$ cat src/rtl/trace_stream_packer_if.sv
// AXI-stream signal bundle used on both sides of trace_stream_packer.
// The tkeep lane exists only when TRACE_STREAM_PACKER_TKEEP_EN is defined.
interface trace_stream_packer_if #(
   parameter int unsigned DATA_W = 64
);
   logic              tvalid;
   logic              tready;
   logic [DATA_W-1:0] tdata;
   logic              tlast;
`ifdef TRACE_STREAM_PACKER_TKEEP_EN
   logic [7:0]        tkeep;
`endif

   modport master (
      output tvalid,
      output tdata,
      output tlast,
`ifdef TRACE_STREAM_PACKER_TKEEP_EN
      output tkeep,
`endif
      input  tready
   );

   modport slave (
      input  tvalid,
      input  tdata,
      input  tlast,
      output tready
   );
endinterface

$ cat src/rtl/trace_stream_packer.sv
// Packs 96-bit {pc, instr} trace packets densely into 64-bit AXI-stream beats.
// Optional tkeep output enabled by defining TRACE_STREAM_PACKER_TKEEP_EN.
module trace_stream_packer #(
   parameter int unsigned XLEN     = 64,
   parameter logic [31:0] PAD_WORD = 32'h0000_0000
) (
   input  logic                  clk,
   input  logic                  rst_n,
   trace_stream_packer_if.slave  S_AXIS,
   trace_stream_packer_if.master M_AXIS,
   output logic [31:0]           packets_accepted,
   output logic [31:0]           beats_sent
);

   localparam int unsigned PKT_W = XLEN + 32;

   typedef enum logic [1:0] {
      PH0,
      PH1,
      PH2,
      PH_PAD
   } state_t;

   state_t           state_q;
   state_t           state_d;

   logic [PKT_W-1:0] pkt;
   logic             out_free;
   logic             s_ready;
   logic             s_hs;
   logic             m_hs;
   logic             load;

   logic             out_valid_q;
   logic             out_valid_d;
   logic [63:0]      out_data_q;
   logic [63:0]      out_data_d;
   logic             out_last_q;
   logic             out_last_d;

   logic [31:0]      res32_q;
   logic [31:0]      res32_d;
   logic [63:0]      res64_q;
   logic [63:0]      res64_d;
   logic             blast_q;
   logic             blast_d;

   logic [31:0]      pkt_cnt;
   logic [31:0]      beat_cnt;

   assign pkt      = S_AXIS.tdata;
   assign out_free = ~out_valid_q | M_AXIS.tready;
   assign m_hs     = out_valid_q & M_AXIS.tready;

   always_comb begin
      state_d    = state_q;
      s_ready    = 1'b0;
      s_hs       = 1'b0;
      load       = 1'b0;
      out_data_d = out_data_q;
      out_last_d = out_last_q;
      res32_d    = res32_q;
      res64_d    = res64_q;
      blast_d    = blast_q;

      unique case (state_q)
         PH0: begin
            s_ready = out_free;
            s_hs    = s_ready & S_AXIS.tvalid;
            if (s_hs) begin
               load       = 1'b1;
               out_data_d = pkt[63:0];
               out_last_d = 1'b0;
               res32_d    = pkt[95:64];
               state_d    = S_AXIS.tlast ? PH_PAD : PH1;
            end
         end

         PH1: begin
            s_ready = out_free;
            s_hs    = s_ready & S_AXIS.tvalid;
            if (s_hs) begin
               load       = 1'b1;
               out_data_d = {pkt[31:0], res32_q};
               out_last_d = 1'b0;
               res64_d    = pkt[95:32];
               blast_d    = S_AXIS.tlast;
               state_d    = PH2;
            end
         end

         // Flush the 64-bit residue; upstream is stalled for this one beat.
         PH2: begin
            if (out_free) begin
               load       = 1'b1;
               out_data_d = res64_q;
               out_last_d = blast_q;
               state_d    = PH0;
            end
         end

         PH_PAD: begin
            if (out_free) begin
               load       = 1'b1;
               out_data_d = {PAD_WORD, res32_q};
               out_last_d = 1'b1;
               state_d    = PH0;
            end
         end

         default: state_d = PH0;
      endcase

      out_valid_d = load | (out_valid_q & ~out_free);
   end

   always_ff @(posedge clk) begin
      if (!rst_n) begin
         state_q     <= PH0;
         out_valid_q <= 1'b0;
         out_data_q  <= '0;
         out_last_q  <= 1'b0;
         res32_q     <= '0;
         res64_q     <= '0;
         blast_q     <= 1'b0;
         pkt_cnt     <= '0;
         beat_cnt    <= '0;
      end else begin
         state_q     <= state_d;
         out_valid_q <= out_valid_d;
         res32_q     <= res32_d;
         res64_q     <= res64_d;
         blast_q     <= blast_d;
         if (load) begin
            out_data_q <= out_data_d;
            out_last_q <= out_last_d;
         end
         if (s_hs) pkt_cnt  <= pkt_cnt + 32'd1;
         if (m_hs) beat_cnt <= beat_cnt + 32'd1;
      end
   end

`ifdef TRACE_STREAM_PACKER_TKEEP_EN
   logic [7:0] out_keep_q;

   // Only the pad beat leaves the upper 32 bits empty.
   always_ff @(posedge clk) begin
      if (!rst_n) begin
         out_keep_q <= '0;
      end else if (load) begin
         out_keep_q <= (state_q == PH_PAD) ? 8'h0F : 8'hFF;
      end
   end

   assign M_AXIS.tkeep = out_keep_q;
`endif

   assign S_AXIS.tready    = s_ready;
   assign M_AXIS.tvalid    = out_valid_q;
   assign M_AXIS.tdata     = out_data_q;
   assign M_AXIS.tlast     = out_last_q;
   assign packets_accepted = pkt_cnt;
   assign beats_sent       = beat_cnt;

endmodule

$ cat src/flat_wrapper.sv
// flat-port wrapper written by rule: the top's interface ports become plain ports
module trace_stream_packer_flat 
#(
   parameter int unsigned XLEN     = 64,
   parameter logic [31:0] PAD_WORD = 32'h0000_0000
)
  (clk, rst_n, packets_accepted, beats_sent, S_AXIS_tvalid, S_AXIS_tdata, S_AXIS_tlast, S_AXIS_tready, M_AXIS_tvalid, M_AXIS_tdata, M_AXIS_tlast, M_AXIS_tready);
  trace_stream_packer_if #(.DATA_W(96)) S_AXIS_i ();
  trace_stream_packer_if #(.DATA_W(64)) M_AXIS_i ();
  input  logic clk;
  input  logic rst_n;
  output logic [31:0] packets_accepted;
  output logic [31:0] beats_sent;
  input wire logic [$bits(S_AXIS_i.tvalid)-1:0] S_AXIS_tvalid;
  input wire logic [$bits(S_AXIS_i.tdata)-1:0] S_AXIS_tdata;
  input wire logic [$bits(S_AXIS_i.tlast)-1:0] S_AXIS_tlast;
  output wire logic [$bits(S_AXIS_i.tready)-1:0] S_AXIS_tready;
  output wire logic [$bits(M_AXIS_i.tvalid)-1:0] M_AXIS_tvalid;
  output wire logic [$bits(M_AXIS_i.tdata)-1:0] M_AXIS_tdata;
  output wire logic [$bits(M_AXIS_i.tlast)-1:0] M_AXIS_tlast;
  input wire logic [$bits(M_AXIS_i.tready)-1:0] M_AXIS_tready;
  assign S_AXIS_i.tvalid = S_AXIS_tvalid;
  assign S_AXIS_i.tdata = S_AXIS_tdata;
  assign S_AXIS_i.tlast = S_AXIS_tlast;
  assign S_AXIS_tready = S_AXIS_i.tready;
  assign M_AXIS_tvalid = M_AXIS_i.tvalid;
  assign M_AXIS_tdata = M_AXIS_i.tdata;
  assign M_AXIS_tlast = M_AXIS_i.tlast;
  assign M_AXIS_i.tready = M_AXIS_tready;
  trace_stream_packer #(.XLEN(XLEN), .PAD_WORD(PAD_WORD)) u_core (.clk(clk), .rst_n(rst_n), .S_AXIS(S_AXIS_i), .M_AXIS(M_AXIS_i), .packets_accepted(packets_accepted), .beats_sent(beats_sent));
endmodule
$ cat config.mk
export PLATFORM = sky130hd
export DESIGN_NAME = trace_stream_packer_flat
export DESIGN_NICKNAME = d
export VERILOG_FILES = /design/src/rtl/trace_stream_packer_if.sv /design/src/rtl/trace_stream_packer.sv /design/src/flat_wrapper.sv
export SDC_FILE = /design/constraint.sdc
export NUM_CORES = 1
export LEC_CHECK = 0
export BUFFER_PORTS_ARGS = -buffer_cell sky130_fd_sc_hd__buf_2
export CAP_MARGIN = 20
export CORE_ASPECT_RATIO = 0.6
export CORE_MARGIN = 8
export CORE_UTILIZATION = 49
export DETAILED_ROUTE_END_ITERATION = 8
export GPL_TIMING_DRIVEN = 1
export PLACE_DENSITY_LB_ADDON = 0.05
export SKIP_LAST_GASP = 1
export SYNTH_ARGS = -nofsm -noshare
export SYNTH_HDL_FRONTEND = slang
export SYNTH_SLANG_ARGS = --single-unit
export TNS_END_PERCENT = 50
$ cat constraint.sdc
create_clock -name clk -period 1.56 [get_ports clk]
set_input_delay 0.156 -clock clk [delete_from_list [all_inputs] [get_ports clk]]
set_output_delay 0.156 -clock clk [all_outputs]
set_load 0.005 [all_outputs]
## Word-level counts from Yosys, hierarchy flattened

Index checks and enable logic that the tools add are counted.

| word-level totals | value |
|---|---|
| input port bits | 101 |
| RAM bits | 0 |
| memories kept | 0 |
| output and inout bits | 131 |
| ROM bits | 0 |
| bits in latches | 0 |
| flip-flop bits (word level) | 229 |

| cells by class | value |
|---|---|
| order comparisons | 0 |
| multiply operators | 0 |
| div/mod/pow operators | 0 |
| shift operators | 0 |
| reductions and logical operators | 8 |
| bitwise logic cells | 7 |
| equality and inequality tests | 9 |
| add/sub/neg operators | 2 |
| mux-type cells | 19 |

Operator list:

| operator | count |
|---|---|
| $mux W64 | 4 |
| $pmux W64 S4 | 1 |
| $add A32 B1 Y32 const B | 2 |
| $ne A2 B1 Y1 const B | 6 |
| $mux W2 | 4 |
| $mux W1 | 7 |
| $pmux W2 S3 | 1 |
| $reduce_and A5 Y1 | 1 |
| $eq A2 B2 Y1 const B | 2 |
| $reduce_and A2 Y1 | 2 |
| $reduce_and A4 Y1 | 1 |
| $reduce_or A2 Y1 | 2 |
| $and A1 B1 Y1 | 3 |
| $pmux W1 S3 | 1 |
| $reduce_and A3 Y1 | 1 |
| $eq A2 B1 Y1 const B | 1 |
| $logic_not A2 Y1 | 1 |
| $not A1 Y1 | 2 |
| $or A1 B1 Y1 | 2 |
| $pmux W1 S2 | 1 |

## Depth between registers and ports, before layout

Gate-level depths: netlist of run 1.

| logic depth | value |
|---|---|
| word-level depth | 6 |
| mapped depth | 8 |
| gate-level depth less buffers | 6 |

## Worst setup path before layout of run 1

OpenSTA, ideal clock, no wires.

| timing | value |
|---|---|
| path kind | register to register |
| start point | register u_core.beat_cnt[0] (netlist: u_core.beats_sent[0]) |
| end point | register u_core.beat_cnt[12] (netlist: u_core.beats_sent[12]) |
| setup time | 115 ps |
| arrival | 1529 ps |
| period minus slack after synthesis | 1644 ps |
| required time | 1445 ps |
| slack | -84 ps |
| path buffers | 1 |
| cell stages (with the launch flop) | 8 |
| cells stage by stage | dfxtp_1 > ha_1 > and4_1 > nor3b_2 > buf_2 > nand4_1 > xnor2_1 > and2_1 |

| on the way | value |
|---|---|
| cells in the longest elaborated chain, start to end | 1 |

RTL lines:

| what | line | RTL |
|---|---|---|
| from (decl) | trace_stream_packer.sv:49 | `logic [31:0] beat_cnt;` |
| from (signal assigned) | trace_stream_packer.sv:139 | `if (m_hs) beat_cnt <= beat_cnt + 32'd1;` |
| $add A32 B1 Y32 | trace_stream_packer.sv:139 |  |

No other way between the ends.
A chain may end at the register's enable or synchronous reset.

## Final worst setup path of run 1

Same ends and word-level chain as after synthesis.

==> results.md, run 1 <==
- Max Fanout on Critical Path: 11
- P_leak: 6.22 nW
- Avg Cell Area, Syn: 8.64 um2
- Max-Cap Viols: 0
- Per-cell routed wire length: 17.8 um
- Core area: 20,900 um2
- Worst slew pin tran: 0.334 ns
- Vias: 9,733
- Total CTS buffers: 22
- DRC violations left: 0
- Chip Width: 204 um
- Failing checks: negative setup slack
- Post-DP Area: 12,400 um2
- Post-DR vias/cell: 5.28
- Peak supply drop: 771 uV
- Layout Utilization: 69.5%
- Worst setup path endpoint: u_core.beats_sent[12]
- Gr ovfl total: 0
- Total GRT Usage: 22.2%
- Area Growth Syn to Fin: 40.3%
- I/O pin total: 232
- Reg2reg setup slack: -0.06 ns
- CTS H-Tree Depth: 1
- Row count: 41
- Antenna viol nets, final: 0
- Final non-filler cell area: 14,500 um2
- Antenna violations before repair: 1
- Final setup fails: 54
- Synth Register Bits: 229
- Status: complete, but fails checks
- Fin cells: 1,845
- Clk slew on worst S/H paths: 0.06 ns
- Sequential area share after synthesis: 44.3%
- Yosys cell types: 44
- Overall power: 13.6 mW
- Yosys warning total: 0
- CP Launch Point: u_core.beats_sent[0]
- Slew HR: 77.6%
- R2R depth: 7
- Most frequent cells in the layout: 344 x nand2_1, 229 x buf_2, 206 x dfxtp_1
- Fillers: 1,698
- Max Slew Vio Count: 0
- Detail Placement HPWL: 20,100 um
- Routed WL: 32,900 um
- Final GP Congestion: 0.823
- Setup CP Type: register to register
- Clock Skew: 0.0148 ns
- CTS tree: built
- Cells after Synth: 1,198
- FF-to-FF End: u_core.beats_sent[12]
- Endpoints failing hold: 0
- Nets: 1,655
- Vias in the first global route: 9,225
- Share of layout cells above drive strength 1: 28.4%
- Met1 WL: 15,800 um
- Pwr dens: 936 nW/um2
- Commonest non-fill, non-tap cell in the layout: nand2_1
- Met2 routed WL: 14,600 um
- Die ar.: 26,200 um2
- CTS Sinks: 229
- # port buffers: 231
- Drt first-iter violations: 601
- Crit start category: register
- Syn Nets: 1,301
- WP data arrival: 2.02 ns
- Pre-CTS WS: -0.0430 ns
- Initial Util: 49.5%
- RSZ-0062 raised after global routing: true
- Die height: 129 um
- Fin worst setup slack: -0.0630 ns
- Time the worst path needs with I/O delays and setup: 1.62 ns
- DRT Pass-1 Iters: 5
- CP required: 1.95 ns
- Kind of end point of the critical path: register
- Uppermost layer routed: met4
- Max Freq: 616 MHz
- Clock Latency Late Sink: 0.51 ns
- Final Cycle Share: 104%
- Inst Count DP: 1,697
- CTS Buffer Depth: 3
- Global-route wire length before repair: 48,500 um
- R2R Path Start: u_core.beats_sent[0]
- CTS root buf: clkbuf_16
- Tightest Hold Check Type: primary input to register
- Largest net degree at the start of global routing: 72
- Netlist Area Pre-Place: 10,300 um2
- Met3 Routed Length: 1940 um
-- worst min path at each step --
stage | start | to | slack, ns | depth (start not counted)
floorplan | S_AXIS_tdata[77] | u_core.res32_q[13] | 0.29 | 2
detailed placement | S_AXIS_tdata[94] | u_core.res32_q[30] | 0.41 | 3
CTS | S_AXIS_tdata[20] | u_core.M_AXIS.tdata[20] | 0.09 | 5
finish | S_AXIS_tdata[16] | u_core.M_AXIS.tdata[16] | 0.11 | 5
global route | S_AXIS_tdata[15] | u_core.M_AXIS.tdata[47] | 0.12 | 4
global placement | S_AXIS_tdata[92] | u_core.res32_q[28] | 0.41 | 3
-- worst max-delay path: stages, from the launching register on --
cell,delay (ns)
dfxtp_2,0.38
ha_4,0.14
and4_1,0.20
nor3b_2,0.22
buf_6,0.18
nand4_1,0.12
xnor2_1,0.13
and2_1,0.14
-- state kept, by name (all words and copies together), names as in the netlist --
signal and count:
u_core.blast_q 1, u_core.M_AXIS.tvalid 1, u_core.packets_accepted 32, u_core.res64_q 64, u_core.beats_sent 32, u_core.M_AXIS.tdata 64
u_core.res32_q 32, u_core.state_q 2, u_core.M_AXIS.tlast 1
-- routing by layer --
metal / GRT usage, % / vias up
met5: 0 / -
met4: 4.25 / 0
met3: 4.14 / 35
met2: 35.9 / 294
met1: 30.8 / 4636
li1: - / 4768
-- timing repair --
item                       CTS  global route
setup buffers                8            21
pin swaps                    3            34
hold buffers                68             0
setup endpoints to repair   32           143
cloned                       0            13
hold endpoints to repair   101             0
gates resized for setup      9            65
-- synth_stat cells, drive strengths merged --
library cell    n  area, um2
nand2         348       1310
dfxtp         229       4580
a21boi        136       1020
mux2i          64        641
and2           56        350
xnor2          50        438
buf            47        244
clkbuf         44        166
o21ai          34        174
o211ai         33        248
o211a          32        320
nand3          31        160
nand4          26        175
and3           11       68.8
nor2           10       40.0
xor2            9       78.8
nor2b           7       46.3
and4            6       52.6
nor3            5       35.0
inv             3       11.3
nor4            3       63.8
ha              2       25.0
nand4b          2       17.5
or2             2       12.5
a21oi           1       5.00
and2b           1       7.51
nand2b          1       6.26
nor3b           1       12.5
o21a            1       7.51
o221ai          1       8.76
o31a            1       8.76
or3             1       6.26
-- through the flow --
stage / hold WS, ns / setup TNS (ns)
4_1_cts: 0.0927 / -0.472
3_3_place_gp: 0.411 / -0.0668
3_5_place_dp: 0.413 / -0.341
6_report: 0.110 / -1.25
5_1_grt: 0.125 / -6.87
2_1_floorplan: 0.291 / -0.00224
-- report_power, final --
| part | leakage, nW | internal, mW | total [mW] | switching, mW |
|---|---|---|---|---|
| Clock | 0.342 | 2.95 | 5.23 | 2.28 |
| Sequential | 1.88 | 6.12 | 6.30 | 0.177 |
| Combinational | 4.00 | 1.02 | 2.06 | 1.04 |
| Total | 6.22 | 10.1 | 13.6 | 3.49 |
-- logic make-up after synthesis --
group	count (synthesis)	share of synthesized area [%]
multiplexers	64	6.19
XOR/XNOR	59	5.00
adder cells (fa/ha/maj)	2	0.242
AO/OA/AOI/OAI	239	17.3
buffers and inverters	94	4.08
AND/OR/NAND/NOR	511	22.8
flip-flops	229	44.3
-- cell type report --
class | count | area, um2 | area share, %
well taps | 279 | 349 | 2.41
flip-flops and latches | 229 | 4630 | 31.9
clock buffers | 31 | 624 | 4.30
multi-input cells | 875 | 5520 | 38.0
clock inverters | 6 | 66.3 | 0.457
inverters | 3 | 11.3 | 0.0776
repair buffers | 421 | 3310 | 22.8
diodes | 1 | 2.50 | 0.0172
No activity file was read; power rests on OpenSTA's default activity.
==> inputs of run 2 (changes only) <==
==> constraint.sdc (replaced) <==
create_clock -name clk -period 1.56 [get_ports clk]
set_input_delay 0.156 -clock clk [delete_from_list [all_inputs] [get_ports clk]]
set_output_delay 0.156 -clock clk [all_outputs]
set_load 0.02 [all_outputs]
==> run 2 against run 1 <==
The run still ends with negative setup slack left; clock power is 9.6% higher; clock-buffer cell count grew 3; cell count decreased by 0.92%; global-route usage increased by 0.36 points; maximum frequency is 3.1% lower; register-to-register slack worse by 0.05 ns; combinational power hardly changed; sequential power about the same.
==> results.md, run 2 (same netlist as run 1, synthesis figures left out) <==
- Max Fanout on Critical Path: 6 (was 11)
- Final Cycle Share: 107% (was 104%)
- Max Slew Vio Count: 0 (unchanged)
- Initial Util: 49.5% (unchanged)
- Final non-filler cell area: 14,300 um2 (was 14,500 um2)
- I/O pin total: 232 (unchanged)
- # port buffers: 231 (unchanged)
- FF-to-FF End: u_core.beats_sent[12] (unchanged)
- CTS Buffer Depth: 3 (unchanged)
- Overall power: 14.1 mW (was 13.6 mW)
- Post-DP Area: 12,400 um2 (about the same)
- DRT Pass-1 Iters: 5 (unchanged)
- Clock Skew: 0.0265 ns (was 0.0148 ns)
- Setup_tns: -0.717 ns (was -1.25 ns)
- Endpoints failing hold: 0 (unchanged)
- Clock network power share: 40.7% (was 38.5%)
- Vias in the first global route: 9,100 (was 9,225)
- Gr ovfl total: 0 (unchanged)
- P_leak: 6.11 nW (was 6.22 nW)
- Commonest non-fill, non-tap cell in the layout: nand2_1 (unchanged)
- Min-Delay Path Depth: 2 (was 5)
- Routed WL: 31,600 um (was 32,900 um)
- Final GP Congestion: 0.811 (was 0.823)
- Status: complete, but fails checks (unchanged)
- Detail Placement HPWL: 20,400 um (was 20,100 um)
- RSZ-0062 raised after global routing: true (unchanged)
- Global-route wire length before repair: 49,100 um (was 48,500 um)
- Largest net degree at the start of global routing: 56 (was 72)
- CTS H-Tree Depth: 1 (unchanged)
- Time the worst path needs with I/O delays and setup: 1.67 ns (was 1.62 ns)
- Clock Latency Late Sink: 0.52 ns (was 0.51 ns)
- Internal: 10.4 mW (was 10.1 mW)
- Area Growth Syn to Fin: 38.2% (was 40.3%)
- Fin worst setup slack: -0.115 ns (was -0.0630 ns)
- Slew HR: 73.5% (was 77.6%)
- Chip Width: 204 um (unchanged)
- CP required: 1.97 ns (was 1.95 ns)
- Clk slew on worst S/H paths: 0.06 ns (about the same)
- Core area: 20,900 um2 (unchanged)
- HP Start: rst_n (was S_AXIS_tdata[16])
- Final setup fails: 16 (was 54)
- Share of layout cells above drive strength 1: 28.7% (was 28.4%)
- Max Freq: 597 MHz (was 616 MHz)
- Kind of end point of the critical path: register (unchanged)
- Sw Ratio: 25.9% (was 25.7%)
- R2R Path Start: u_core.beats_sent[1] (was u_core.beats_sent[0])
- Peak supply drop: 761 uV (was 771 uV)
- Max-Cap Viols: 0 (unchanged)
- Failing checks: negative setup slack (unchanged)
- Most frequent cells in the layout: 342 x nand2_1, 229 x buf_2, 188 x dfxtp_1 (was 344 x nand2_1, 229 x buf_2, 206 x dfxtp_1)
- Pwr dens: 984 nW/um2 (was 936 nW/um2)
- WP data arrival: 2.09 ns (was 2.02 ns)
- Crit start category: register (unchanged)
- Worst slew pin tran: 0.397 ns (was 0.334 ns)
- Reg2reg setup slack: -0.11 ns (was -0.06 ns)
- CTS tree: built (unchanged)
- R2R depth: 7 (unchanged)
- Fillers: 1,741 (was 1,698)
- Vias: 9,598 (was 9,733)
- Antenna violations before repair: 4 (was 1)
- Nets: 1,635 (was 1,655)
- Total CTS buffers: 23 (was 22)
- DRC violations left: 0 (unchanged)
- Tightest Hold Check Type: primary input to register (unchanged)
- Per-cell routed wire length: 17.3 um (was 17.8 um)
- Combinational Power Share: 14.6% (was 15.1%)
- Psw: 3.64 mW (was 3.49 mW)
- Setup CP Type: register to register (unchanged)
- Multi-input gate area: 5510 um2 (was 5520 um2)
- Post-DR vias/cell: 5.25 (was 5.28)
- Antenna viol nets, final: 0 (unchanged)
- Total GRT Usage: 22.6% (was 22.2%)
- Row count: 41 (unchanged)
- Die height: 129 um (unchanged)
- Sequential power share: 44.7% (was 46.3%)
- Die ar.: 26,200 um2 (unchanged)
- CTS Sinks: 229 (unchanged)
- CTS root buf: clkbuf_16 (unchanged)
- Min-Delay Endpoint: u_core.M_AXIS.tvalid (was u_core.M_AXIS.tdata[16])
- Drt first-iter violations: 615 (was 601)
- Reg area: 4670 um2 (was 4630 um2)
-- run 2: changes by cell type in the layout (fill, tap and decap cells not counted), moves of 3 or more --
cell / previous run / this run
nor3_2: 0 / 3
buf_4: 78 / 70
dfxtp_2: 17 / 29
clkbuf_16: 33 / 27
a21boi_0: 108 / 126
dfxtp_1: 206 / 188
dfxtp_4: 6 / 12
nand2_2: 2 / 5
a21boi_1: 26 / 9
-- run 2: routing by layer --
metal	vias up	track usage, %	wire (um)
met1	4572	32.2	15300
li1	4714	-	-
met4	6	3.31	324
met5	-	0	35
met2	272	35.4	13900
met3	34	4.84	2030
-- run 2: worst max-delay path, stage by stage, from the launching register on --
cell and delay, ns:
dfxtp_4 0.37, ha_4 0.13, and4_1 0.19, nor3b_4 0.24, buf_6 0.16, nand4_1 0.14, xnor2_1 0.18, and2_1 0.16
-- run 2: worst max path at each step --
stage,startpoint,endpoint,slack [ns],cells past startpoint
floorplan,u_core.packets_accepted[12],u_core.packets_accepted[23],-0.04,5
global placement,u_core.beats_sent[1],u_core.beats_sent[12],-0.03,7
detailed placement,u_core.beats_sent[1],u_core.beats_sent[12],-0.06,7
CTS,u_core.beats_sent[0],u_core.beats_sent[12],-0.11,7
global route,u_core.beats_sent[1],u_core.beats_sent[22],-0.19,8
finish,u_core.beats_sent[1],u_core.beats_sent[12],-0.11,7
-- run 2: cell type report --
type                            instances  area share, %
Multi-Input combinational cell        875           38.5
Timing Repair Buffer                  400           20.9
Clock buffer                           34           4.60
Tap cell                              279           2.44
Antenna cell                            1         0.0175
Inverter                                3         0.0788
Sequential cell                       229           32.6
Clock inverter                          7          0.796
-- run 2: power groups by stage --
stage	clock network (mW)	registers, mW	logic, mW
after CTS	5.83	6.28	1.99
after floorplan	0	6.57	0.897
final	5.73	6.28	2.05
after detailed placement	0	6.41	1.85
after global routing	6.12	6.31	2.23
after global placement	0	6.40	1.83
-- run 2: what timing repair did --
item / 4_1_cts / 5_1_grt
resized for setup: 9 / 31
hold buffers: 66 / 0
gates cloned: 2 / 4
endpoints found under the hold margin: 98 / 0
pin swaps: 11 / 29
setup endpoints to repair: 18 / 75
buffers inserted: 9 / 11
-- run 2: per-stage QoR --
stage	util (%)	hold WS [ns]	instances	setup WS [ns]
2_1_floorplan	-	0.291	1198	-0.0384
3_3_place_gp	59.4	0.410	1694	-0.0283
3_5_place_dp	59.4	0.418	1694	-0.0611
4_1_cts	67.0	0.0121	1812	-0.105
5_1_grt	68.5	0.0286	1828	-0.186
6_report	68.5	0.0254	1828	-0.115
